==> config.mk <==
export PLATFORM = sky130hd
export DESIGN_NAME = johnson_decoder
export DESIGN_NICKNAME = d
export VERILOG_FILES = /design/src/rtl/johnson_decoder.sv
export SDC_FILE = /design/constraint.sdc
export NUM_CORES = 1
export LEC_CHECK = 0
export ABC_CLOCK_PERIOD_IN_PS = 3400
export CAP_MARGIN = 15
export CORE_MARGIN = 5
export CORE_UTILIZATION = 35
export CTS_CLUSTER_DIAMETER = 80
export DETAILED_ROUTE_END_ITERATION = 8
export PLACE_DENSITY = 0.65
export SETUP_SLACK_MARGIN = 0.1
export SYNTH_ARGS = -nofsm -noshare
export SYNTH_HDL_FRONTEND = slang
export SYNTH_SLANG_ARGS = --single-unit
==> constraint.sdc <==
create_clock -name Clock -period 3.4 [get_ports Clock]
set_input_delay 0.68 -clock Clock [delete_from_list [all_inputs] [get_ports Clock]]
set_output_delay 0.68 -clock Clock [all_outputs]
set_load 0.05 [all_outputs]
==> src/rtl/johnson_decoder.sv <==
// Johnson-code decoder with sequence tracking.
//
// Decodes a 4-bit Johnson counter code into a state index and its one-hot form.
// It also checks that successive codes advance in order. A tracker moves from
// SEARCH to LOCKED after LOCK_COUNT consecutive forward steps, and it counts
// violations and 7->0 wraps with counters that saturate.
//
// Ports:
//   Clock       system clock, rising-edge active
//   Reset       asynchronous, active-high reset
//   Code_in     4-bit Johnson code from the counter
//   Code_valid  Code_in is sampled on this Clock edge when high
//   Index_out   decoded state index 0..7 (holds on illegal codes)
//   Onehot_out  one-hot form of Index_out
//   Legal_out   last sampled code was one of the 8 legal codes
//   Lock_out    tracker is in LOCKED
//   Step_err    one-cycle pulse per violating sample
//   Wrap_count  completed 7->0 wraps while locked, saturating at 255
//   Err_count   total violations, saturating at 255
module johnson_decoder #(
  parameter int unsigned LOCK_COUNT = 2
) (
  input  logic       Clock,
  input  logic       Reset,
  input  logic [3:0] Code_in,
  input  logic       Code_valid,
  output logic [2:0] Index_out,
  output logic [7:0] Onehot_out,
  output logic       Legal_out,
  output logic       Lock_out,
  output logic       Step_err,
  output logic [7:0] Wrap_count,
  output logic [7:0] Err_count
);

  localparam logic [2:0] LockCount = 3'(LOCK_COUNT);

  typedef enum logic [0:0] {StSearch, StLocked} state_e;

  state_e     state_q, state_d;
  logic [2:0] run_q, run_d;
  logic       have_ref_q, have_ref_d;
  logic [2:0] index_q, index_d;
  logic [7:0] onehot_q, onehot_d;
  logic       legal_q, legal_d;
  logic       step_err_q, step_err_d;
  logic [7:0] wrap_q, wrap_d;
  logic [7:0] err_q, err_d;

  logic       code_legal;
  logic [2:0] code_index;
  logic [2:0] index_inc;
  logic [2:0] run_inc;
  logic       is_hold;
  logic       is_fwd;
  logic [7:0] err_sat_inc;
  logic [7:0] wrap_sat_inc;

  always_comb begin
    code_legal = 1'b1;
    code_index = 3'd0;
    case (Code_in)
      4'b0000: code_index = 3'd0;
      4'b0001: code_index = 3'd1;
      4'b0011: code_index = 3'd2;
      4'b0111: code_index = 3'd3;
      4'b1111: code_index = 3'd4;
      4'b1110: code_index = 3'd5;
      4'b1100: code_index = 3'd6;
      4'b1000: code_index = 3'd7;
      default: code_legal = 1'b0;
    endcase
  end

  assign index_inc    = index_q + 3'd1;
  assign run_inc      = run_q + 3'd1;
  assign is_hold      = (code_index == index_q);
  assign is_fwd       = (code_index == index_inc);
  assign err_sat_inc  = (err_q == 8'hFF) ? err_q : err_q + 8'd1;
  assign wrap_sat_inc = (wrap_q == 8'hFF) ? wrap_q : wrap_q + 8'd1;

  always_comb begin
    state_d    = state_q;
    run_d      = run_q;
    have_ref_d = have_ref_q;
    index_d    = index_q;
    onehot_d   = onehot_q;
    legal_d    = legal_q;
    step_err_d = 1'b0;
    wrap_d     = wrap_q;
    err_d      = err_q;

    if (Code_valid) begin
      legal_d = code_legal;
      if (!code_legal) begin
        // Illegal code is a violation in either state; index is kept.
        step_err_d = 1'b1;
        err_d      = err_sat_inc;
        run_d      = 3'd0;
        state_d    = StSearch;
      end else begin
        index_d    = code_index;
        onehot_d   = 8'b1 << code_index;
        have_ref_d = 1'b1;
        if (!have_ref_q) begin
          // First legal sample after reset only establishes the reference.
          run_d = 3'd0;
        end else if (state_q == StSearch) begin
          if (is_fwd) begin
            run_d = run_inc;
            if (run_inc == LockCount) state_d = StLocked;
          end else if (!is_hold) begin
            // Bad step while searching restarts the run silently.
            run_d = 3'd0;
          end
        end else begin
          if (is_fwd) begin
            if (index_q == 3'd7) wrap_d = wrap_sat_inc;
          end else if (!is_hold) begin
            step_err_d = 1'b1;
            err_d      = err_sat_inc;
            run_d      = 3'd0;
            state_d    = StSearch;
          end
        end
      end
    end
  end

  always_ff @(posedge Clock or posedge Reset) begin
    if (Reset) begin
      state_q    <= StSearch;
      run_q      <= 3'd0;
      have_ref_q <= 1'b0;
      index_q    <= 3'd0;
      onehot_q   <= 8'h01;
      legal_q    <= 1'b0;
      step_err_q <= 1'b0;
      wrap_q     <= 8'd0;
      err_q      <= 8'd0;
    end else begin
      state_q    <= state_d;
      run_q      <= run_d;
      have_ref_q <= have_ref_d;
      index_q    <= index_d;
      onehot_q   <= onehot_d;
      legal_q    <= legal_d;
      step_err_q <= step_err_d;
      wrap_q     <= wrap_d;
      err_q      <= err_d;
    end
  end

  assign Index_out  = index_q;
  assign Onehot_out = onehot_q;
  assign Legal_out  = legal_q;
  assign Lock_out   = (state_q == StLocked);
  assign Step_err   = step_err_q;
  assign Wrap_count = wrap_q;
  assign Err_count  = err_q;

endmodule

==> impl_results.md <==
* Longest Clk Path Bufs at 2
* Commonest non-fill, non-tap cell in the layout: clkdlybuf4s50_1
* Post-synthesis sequential area ratio at 0.394
* RSZ-0062 raised after global routing: false
* GR Util met1 at 0.185
* Worst setup margin at 0.572 ns
* Area grow syn2layout at 25.4%
* Share of synthesized registers carrying an async set or reset at 1.00
* Synth top area cells: dfrtp_1 38%, o21ai_0 4.9%, nand2_1 4.7%, xnor2_1 3.6%, ha_1 3.5%
* Post-synthesis cell type count at 58
* Syn Inst Count at 233
* Vias in the first global route at 1,822
* Grt ovf at 0
* Chip width at 88.6 um
* R2r startpoint: Index_out[0]$_DFFE_PP0P_
* Synthesized Nets at 246
* DP Cell Count at 343
* CTS sink count at 34
* H-tree lvl count at 2
* DP Wirelength at 3760 um
* I/O Pins at 37
* Slew margin rel. at 0.570
* Row cnt at 28
* Synth area leader: dfrtp_1
* First-pass GRT wire length at 8470 um
* Final TNS setup at 0 ns
* RD Place Congestion at 0.885
* Setup violators final at 0
* Root buffer cell: clkbuf_8
* Initial DRC Count at 71
* Setup Skew at 0.00264 ns
* Vias post-DR at 1,892
* Main synth FF type: dfrtp_1
* Critical path class: in2reg
* Ant. Diodes at 0
* Die Ht at 88.6 um
* Worst path arrival time at 3.01 ns
* Pleak at 1.13 nW
* CP Launch Type: primary input
* Routed wire length at 5050 um
* Fin cells at 351
* CTS tree: done
* Drt pass-1 iters at 4
* Final Hold Viols at 0
* Crit. End Element: flip-flop
* Minimum clock period at 2.83 ns
* HP Start: Wrap_count[5]$_DFFE_PP0P_
* Area of the mapped netlist at 2160 sq um
* Max_cap viols at 0
* Net count, final at 288
* F_max at 0.354 GHz
* CTS resizes at 0
* Antenna violations before repair at 0
* Outcome: finished, final reports clean
* Drt via density at 5.39
* Met2 usage in global routing at 0.218
* Worst IR Drop VDD at 0.000563 V
* Starting Density at 0.363
* Hold WC Path Type: reg2reg
* Post-synth EDFFs at 0
* Top-area cell type share of the netlist area at 0.382
* Core area at 5960 sq um
* Worst Setup SP: Code_in[3]
* Gr usage total at 0.138
* Period utilization at 0.832
* Met3 GRT Util at 0.0345
* Pre-CTS setup slack at 0.274 ns
* Slew Viols, Final at 0
* Synth Register Bits at 34
* Yosys warnings at 0
* Fin util at 0.455
* Worst-Skew Late Latency at 0.29 ns
* Power Dens Cells at 557 nW/um^2
* Power consumption at 1.51 mW
* Gr busiest metal: met2
* DRC Markers at 0
* Post-route ant nets at 0
* CP Max Fanout at 15
* Mean Syn Cell Area at 9.27 sq um
* Layout cells sized above 1 at 0.145
* Largest net degree at the start of global routing at 24
* Wirelength per Cell at 14.4 um
* CTS Buf Count at 5
* Least-Margin Pin Slew at 0.645 ns
* WP data required at 3.58 ns
* Cts hold-fix bufs at 0
* Clock-pin slew on the worst setup and hold paths at 0.08 ns
* PortBufs at 36
* # Post-CTS Setup Buffers at 0
* Most frequent cells in the layout: 36 x clkdlybuf4s50_1, 33 x dfrtp_1, 27 x nand2_1, 21 x o21ai_0
* DIE AREA at 7850 sq um
[cells in the mapped netlist, drive strengths merged (2+ instances only)]
master    n
nor2b     2
a21oi    13
a21boi    2
or2       2
a41oi     2
nor3b     2
clkbuf    3
inv      13
nand2    28
nand2b    7
ha        6
a211oi    4
nand4     6
xnor2    10
nor3      7
nor2     13
o211ai    3
a31oi     3
o21ai    22
o22ai     4
buf       9
o2111ai   3
mux2      2
and3      3
and2      2
dfrtp    33
xor2      7
nand3     8
[cell type report]
type / instances / area [sq um]
Fill cell: 601 / 3250
Multi-Input combinational cell: 174 / 1180
Sequential cell: 34 / 852
Timing Repair Buffer: 47 / 443
Tap cell: 75 / 93.8
Clock buffer: 6 / 82.6
Inverter: 13 / 48.8
Clock inverter: 2 / 12.5
[worst paths after layout]
check	slack, ns	cells after the start	end
hold / removal	0.49	1	Wrap_count[5]$_DFFE_PP0P_
max in group asynchronous	1.95	3	Onehot_out[0]$_DFFE_PP1P_
setup reg to reg	0.78	10	Err_count[3]$_DFFE_PP0P_
min in group asynchronous	0.78	2	Step_err$_DFF_PP0_
setup / recovery	0.57	8	Err_count[1]$_DFFE_PP0P_
hold reg to reg	0.49	1	Wrap_count[5]$_DFFE_PP0P_
[metal layers]
layer / part of all wire / routed length [um]
met3: 0.067 / 340
met4: 0.013 / 66
met1: 0.46 / 2320
met2: 0.46 / 2320
met5: 0 / 0
[flip-flops by register name, summed over array words and instances, names as in the netlist, 3 cells and up]
| signal | flops |
|---|---|
| Err_count | 8 |
| Onehot_out | 8 |
| Wrap_count | 8 |
| run_q | 3 |
| Index_out | 3 |
[cells by family (layout without fill, tap and decap cells)]
kind of cell,Yosys count,in the layout,synth area share
AND/OR/NAND/NOR,86,86,0.218
AO/OA/AOI/OAI,62,62,0.202
multiplexers,3,3,0.0168
adder cells (fa/ha/maj),6,6,0.0347
XOR/XNOR,17,17,0.0724
buffers and inverters,25,68,0.0614
flip-flops,34,34,0.394
[per-stage QoR]
stage          hold WS (ns)  instance area (sq um)
5_1_grt               0.508                   2710
3_3_place_gp          0.483                   2610
4_1_cts               0.494                   2710
3_5_place_dp          0.484                   2610
6_report              0.490                   2710
2_1_floorplan         0.502                   2160
[where the power goes]
group | internal (mW) | total [mW] | switching, mW
sequential | 0.469 | 0.548 | 0.0789
clock | 0.163 | 0.327 | 0.164
combinational | 0.229 | 0.633 | 0.403
total | 0.862 | 1.51 | 0.646
[worst max-delay path, stage by stage]
cell             delay (ns)
clkdlybuf4s50_1        0.66
and2b_4                0.33
or3_4                  0.38
nand2_2                0.12
o21ai_2                0.09
a31o_2                 0.29
nor2_2                 0.16
mux2_4                 0.31
Power figures use the tool's default switching activity.
==> RTL edit 1 (config.mk and constraints unchanged) <==
Reset style: synchronous (`Reset`), changed in one clocked block. Comments in the files are not updated.
--- a/src/rtl/johnson_decoder.sv
+++ b/src/rtl/johnson_decoder.sv
@@ -128,5 +128,5 @@
   end
 
-  always_ff @(posedge Clock or posedge Reset) begin
+  always_ff @(posedge Clock) begin
     if (Reset) begin
       state_q    <= StSearch;
Behaviour: differs if Reset is asserted again (counterexample within 4 cycles, from zero or initial values and one cycle with Reset high); with Reset held inactive, the same outputs for 4 cycles.
==> RTL edit 1 against the original RTL <==
Largest cell class unchanged. Critical endpoint is now Err_count[1]. Synthesized area fell by 6.5%. Cell area fell by 5.6%. Core utilization rose by 0.38 points. Non-clock buffer count did not move. Cell count rose by 3.1%. Die area fell by 5.8%. Routed wire length fell by 5.5%. Worst setup slack got worse by 0.16 ns. Sequential cell count did not move. Synthesized cell count rose by 7.3%. Critical path type unchanged. Via count rose by 2.1%.
Power is not compared: it rests on default switching activity, and its combinational part moved more than twofold at a synthesized area within 25%.
==> RTL edit 1: results (changes against the original RTL) <==
INFO  synth          syn_nets=263 [+6.9%]
INFO  timing         fin_ws=0.410ns [-0.162 ns]
INFO  critical_path  worst-path-max-fanout=19 [+4]
INFO  finish         net_count_of_the_finished_layout=302 [+4.9%]
INFO  critical_path  critical_path.startpoint=Code_in[1]
INFO  clock_network  clkSlewWorstSetupHoldPaths=0.06ns [-0.02 ns]
INFO  place          dpl.cell_count=354 [+3.2%]
INFO  critical_path  r2r-end=Err_count[5]
INFO  finish         fillerInstances=563 [-6.3%]
INFO  detailed_routing drt_wl_total=4770um [-5.5%]
INFO  synth          synth.mux.area_fraction=0.991% [-0.69 points]
INFO  grt            grt_pass1_wl=8010um [-5.5%]
INFO  outcome        outcome=finished clean
INFO  detailed_routing postRouteAntennaNets=0 [unchanged]
INFO  place          dpl_worst_slack=0.125ns [-0.149 ns]
INFO  timing         final.setup_skew=0.00756ns [+0.00493 ns]
INFO  synth          synth_sequential_area_ratio=33.7% [-5.7 points]
INFO  finish         num_antenna_cells=0 [unchanged]
INFO  critical_path  timing.critical_path.to=Err_count[1]
INFO  finish         finish.cell_count_without_fillers=362 [+3.1%]
INFO  grt            grt_use_met1=18.0% [-0.46 points]
INFO  synth          yosys-top-cells-count=dfxtp_1 (34), nor2_1 (26), a21oi_1 (24), nand2_1 (18), o21ai_0 (16)
INFO  grt            first_global_vias=1696 [-6.9%]
INFO  grt            largest_net_degree_at_the_start_of_global_routing=22 [-8.3%]
INFO  finish         layout-drive-gt1-share=9.66% [-4.8 points]
INFO  critical_path  critical_path_arrival=3.17ns [+0.16 ns]
INFO  place          place.gp.congestion=0.814 [-8.0%]
INFO  detailed_routing drt_iter0_markers=141 [+99%]
INFO  synth          yosys.area_share.xor_xnor=3.47% [-3.8 points]
INFO  timing         slew_violations=0 [unchanged]
INFO  grt            grt_use_met2=20.2% [-1.6 points]
INFO  synth          synth_compound_area_share=25.0% [+4.8 points]
INFO  critical_path  reg2reg_slack=0.76ns [-0.02 ns]
INFO  synth          ys_dominant_reg_cell=dfxtp_1
INFO  synth          post_synth_fa_ha_maj_area_fraction=3.72% [+0.24 points]
INFO  critical_path  worst_reg_to_reg_cells=8 [-2]
INFO  grt            groute.layer.met3.usage=3.46% [+0.013 points]
INFO  grt            grt.total_usage=13.2% [-0.62 points]
INFO  detailed_routing avg_vias_per_cell=5.33 [-1.0%]
INFO  synth          asyncSetResetFlopFracSynth=0% [-100 points]
-- RTL edit 1: changes by cell type after synthesis, sizes merged, moves of 4 or more --
| cell | before | now |
|---|---|---|
| o22ai | 4 | 0 |
| nand2 | 28 | 19 |
| dfrtp | 33 | 0 |
| xnor2 | 10 | 5 |
| clkbuf | 3 | 9 |
| dfxtp | 0 | 34 |
| xor2 | 7 | 3 |
| a21oi | 13 | 24 |
| inv | 13 | 9 |
| nor2 | 13 | 26 |
| or3 | 1 | 9 |
-- RTL edit 1: power by group through the flow --
| stage | registers, uW | logic, uW | clock network, uW |
|---|---|---|---|
| after floorplan | 446 | 90.4 | 0 |
| after global placement | 424 | 160 | 0 |
| after detailed placement | 424 | 161 | 0 |
| after CTS | 415 | 161 | 312 |
| after global routing | 416 | 176 | 329 |
| final | 415 | 162 | 303 |
-- RTL edit 1: cells by family (layout without fill, tap and decap cells) --
group | after synthesis | count (layout)
DFF | 34 | 34
buffers and inverters | 24 | 64
muxes | 2 | 2
xor gates and xnor gates | 8 | 8
AOI/OAI and AO/OA | 76 | 76
adders and majority gates | 6 | 6
and+or+nand+nor | 100 | 100
-- RTL edit 1: worst min path at each step --
| stage | cells past startpoint | endpoint | slack (ns) | from |
|---|---|---|---|---|
| floorplan | 2 | have_ref_q | 0.48 | have_ref_q |
| global placement | 2 | Legal_out | 0.46 | Legal_out |
| detailed placement | 1 | Onehot_out[0] | 0.45 | Onehot_out[0] |
| CTS | 2 | Legal_out | 0.47 | Legal_out |
| global route | 2 | Onehot_out[7] | 0.49 | Onehot_out[7] |
| finish | 1 | Onehot_out[0] | 0.47 | Onehot_out[0] |
-- RTL edit 1: worst max-delay path, stage by stage --
cell	delay [ns]
clkdlybuf4s50_1	0.49
buf_4	0.23
and2_1	0.24
o2111ai_1	0.20
a311oi_1	0.46
nor3_2	0.08
o211ai_2	0.34
buf_4	0.21
mux2i_1	0.17
nor2_1	0.05
-- RTL edit 1: layer usage --
metal	vias up	part of all wire, %
li1	991	-
met1	897	49
met2	36	45
met3	7	5.0
met4	0	1.4
met5	-	0
-- RTL edit 1: through the flow --
step	area [um^2]	hold slack [ns]	power (uW)
floorplan	2020	0.481	537
global placement	2460	0.456	584
detailed placement	2460	0.454	585
CTS	2560	0.472	889
global route	2560	0.491	921
finish	2560	0.465	880
-- RTL edit 1: layout make-up --
class | count | area [um^2] | share of cell area (%)
multi-input cells | 192 | 1220 | 47.6
flip-flops and latches | 34 | 681 | 26.6
repair buffers | 47 | 443 | 17.3
well taps | 72 | 90.1 | 3.52
clock buffers | 7 | 86.3 | 3.38
inverters | 9 | 33.8 | 1.32
clock inverters | 1 | 5.00 | 0.196
==> RTL edit 2 (config.mk and constraints unchanged) <==
Made on the original files. Put a register stage on the output `Lock_out`, with the module's reset. The value now appears one clock later. The other outputs are not delayed to match.
--- a/src/rtl/johnson_decoder.sv
+++ b/src/rtl/johnson_decoder.sv
@@ -155,5 +155,11 @@
   assign Onehot_out = onehot_q;
   assign Legal_out  = legal_q;
-  assign Lock_out   = (state_q == StLocked);
+  always_ff @(posedge Clock or posedge Reset) begin
+    if (Reset) begin
+      Lock_out <= '0;
+    end else begin
+      Lock_out <= (state_q == StLocked);
+    end
+  end
   assign Step_err   = step_err_q;
   assign Wrap_count = wrap_q;
Check against the original RTL: not equivalent (Yosys sat finds a counterexample within 4 cycles, from zero or initial values and one cycle with Reset high).
==> RTL edit 2 against the original RTL <==
Sequential share of layout area increased by 1.1 points. Sequential cell count up 1. Worst setup slack worse by 0.13 ns. Synthesized area fell by 1.4%. Cell area shrank 0.51%. Total power decreased by 1.0%. Worst hold slack improved by 0.00054 ns. Routed wire length down 0.97%. Register-to-register slack lost 0.17 ns. Sequential power grew 2%. Largest cell class unchanged.
==> RTL edit 2: results (changes against the original RTL) <==
INFO  clock_network  cts_root_buf=clkbuf_8
INFO  synth          yosys.area_share.xor_xnor=6.99% [-0.25 points]
INFO  critical_path  reg2reg_slack=0.61ns [-0.17 ns]
INFO  synth          synth_compound_area_share=20.4% [+0.24 points]
INFO  critical_path  worst-path-max-fanout=13 [-2]
INFO  place          dp_hpwl=3760um [about the same]
INFO  detailed_routing drt_wl_cell=14.2um [-0.97%]
INFO  outcome        outcome=finished clean
INFO  place          place.gp.congestion=0.848 [-4.2%]
INFO  synth          post_synth_inst_count=230 [-1.3%]
INFO  place          port_buffers=36 [unchanged]
INFO  power          power.switching=639uW [-1.1%]
INFO  grt            first_global_vias=1873 [+2.8%]
INFO  critical_path  r2r-end=Err_count[1]
INFO  synth          synth.mux.area_fraction=1.53% [-0.15 points]
INFO  detailed_routing avg_vias_per_cell=5.34 [-1.0%]
INFO  critical_path  critical_path_arrival=3.14ns [+0.13 ns]
INFO  synth          yosys-top-cells-area=dfrtp_1 (40%), o21ai_0 (4.7%), xnor2_1 (4.1%), nand2_1 (4.1%), ha_1 (3.5%)
INFO  power          max_vdd_drop=0.000380V [-33%]
INFO  grt            grt.total_usage=14.0% [+0.16 points]
INFO  synth          yosys.cell_types.count=55 [-5.2%]
INFO  synth          asyncSetResetFlopFracSynth=100% [unchanged]
INFO  critical_path  crit-reg2reg-launch=Index_out[0]
INFO  synth          ys_dominant_reg_cell=dfrtp_1
INFO  detailed_routing drt_pre_antenna_iters=4 [unchanged]
INFO  grt            grt_pass1_wl=8580um [+1.3%]
INFO  timing         max-slew-margin-rel=40.0% [-17 points]
INFO  synth          syn_nets=243 [-1.2%]
INFO  synth          post_synth_fa_ha_maj_area_fraction=3.53% [+0.051 points]
INFO  synth          yosys-top-cells-count=dfrtp_1 (34), nand2_1 (23), o21ai_0 (20), inv_1 (15), nor2_1 (14)
INFO  synth          synth_sequential_area_ratio=41.2% [+1.8 points]
INFO  clock_network  cts_max_path_buffers=2 [unchanged]
INFO  finish         fillerInstances=583 [-3.0%]
INFO  synth          largest_family_of_logic_cells_by_synthesized_area=compound AO/OA/AOI/OAI gates
INFO  detailed_routing drt_wl_total=5000um [-0.97%]
INFO  critical_path  timing.critical_path.to=Wrap_count[1]
INFO  finish         layout-drive-gt1-share=11.2% [-3.3 points]
INFO  synth          synth-edff-count=0 [unchanged]
INFO  finish         net_count_of_the_finished_layout=288 [unchanged]
INFO  timing         final.setup_skew=0.00582ns [+0.00318 ns]
INFO  critical_path  timing.critical_path.slowest_cell_delay=0.73ns [+0.07 ns]
INFO  detailed_routing drt_iter0_markers=74 [+4.2%]
INFO  power          total_leakage_power=0.00114uW [+0.61%]
INFO  grt            grt_antenna_before_repair=0 [unchanged]
## RTL edit 2: through the flow
| stage | setup WS, ns | hold WS (ns) | utilization, % | cell area, um^2 |
|---|---|---|---|---|
| floorplan | 0.592 | 0.475 | - | 2130 |
| global placement | 0.188 | 0.478 | 44.1 | 2610 |
| detailed placement | 0.121 | 0.487 | 44.1 | 2610 |
| CTS | 0.425 | 0.498 | 45.5 | 2700 |
| global route | 0.255 | 0.523 | 45.5 | 2700 |
| finish | 0.439 | 0.490 | 45.5 | 2700 |
## RTL edit 2: final cells by class
| cell class | count | area [um^2] | share of cell area [%] |
|---|---|---|---|
| Multi-Input combinational cell | 169 | 1120 | 41.7 |
| Sequential cell | 35 | 877 | 32.5 |
| Timing Repair Buffer | 49 | 458 | 17.0 |
| Tap cell | 75 | 93.8 | 3.48 |
| Clock buffer | 6 | 72.6 | 2.69 |
| Inverter | 15 | 56.3 | 2.09 |
| Clock inverter | 2 | 12.5 | 0.464 |
## RTL edit 2: how the worst min path moves through the flow
stage | startpoint | to | slack [ns] | cells past startpoint
floorplan | state_q | Lock_out | 0.47 | 0
global placement | Onehot_out[0] | Onehot_out[0] | 0.48 | 2
detailed placement | Err_count[6] | Err_count[6] | 0.49 | 1
CTS | Err_count[6] | Err_count[6] | 0.50 | 1
global route | Wrap_count[4] | Wrap_count[4] | 0.52 | 1
finish | Err_count[6] | Err_count[6] | 0.49 | 1
## RTL edit 2: layer usage
metal  global-route usage, %  up-vias  wire (um)
li1                        -      919          -
met2                    23.3       48       2340
met1                    18.2      901       2320
met4                    4.18        0         50
met3                    3.10        5        291
met5                       0        -          0
## RTL edit 2: critical path: cells and delay by family
family / cells / cell delay (ns)
buffers and inverters: 1 / 0.73
muxes: 1 / 0.37
and+or+nand+nor: 5 / 1.34
## RTL edit 2: cells by family after synthesis
group | after synthesis
muxes | 3
adders and majority gates | 6
AOI/OAI and AO/OA | 63
xor gates and xnor gates | 17
DFF | 35
buffers and inverters | 26
and+or+nand+nor | 80
## RTL edit 2: power by group through the flow
stage,clock [uW],combinational [uW],sequential [uW]
2_1_floorplan,0,236,759
4_1_cts,313,635,560
3_3_place_gp,0,628,563
3_5_place_dp,0,633,568
5_1_grt,330,678,573
6_report,304,630,558
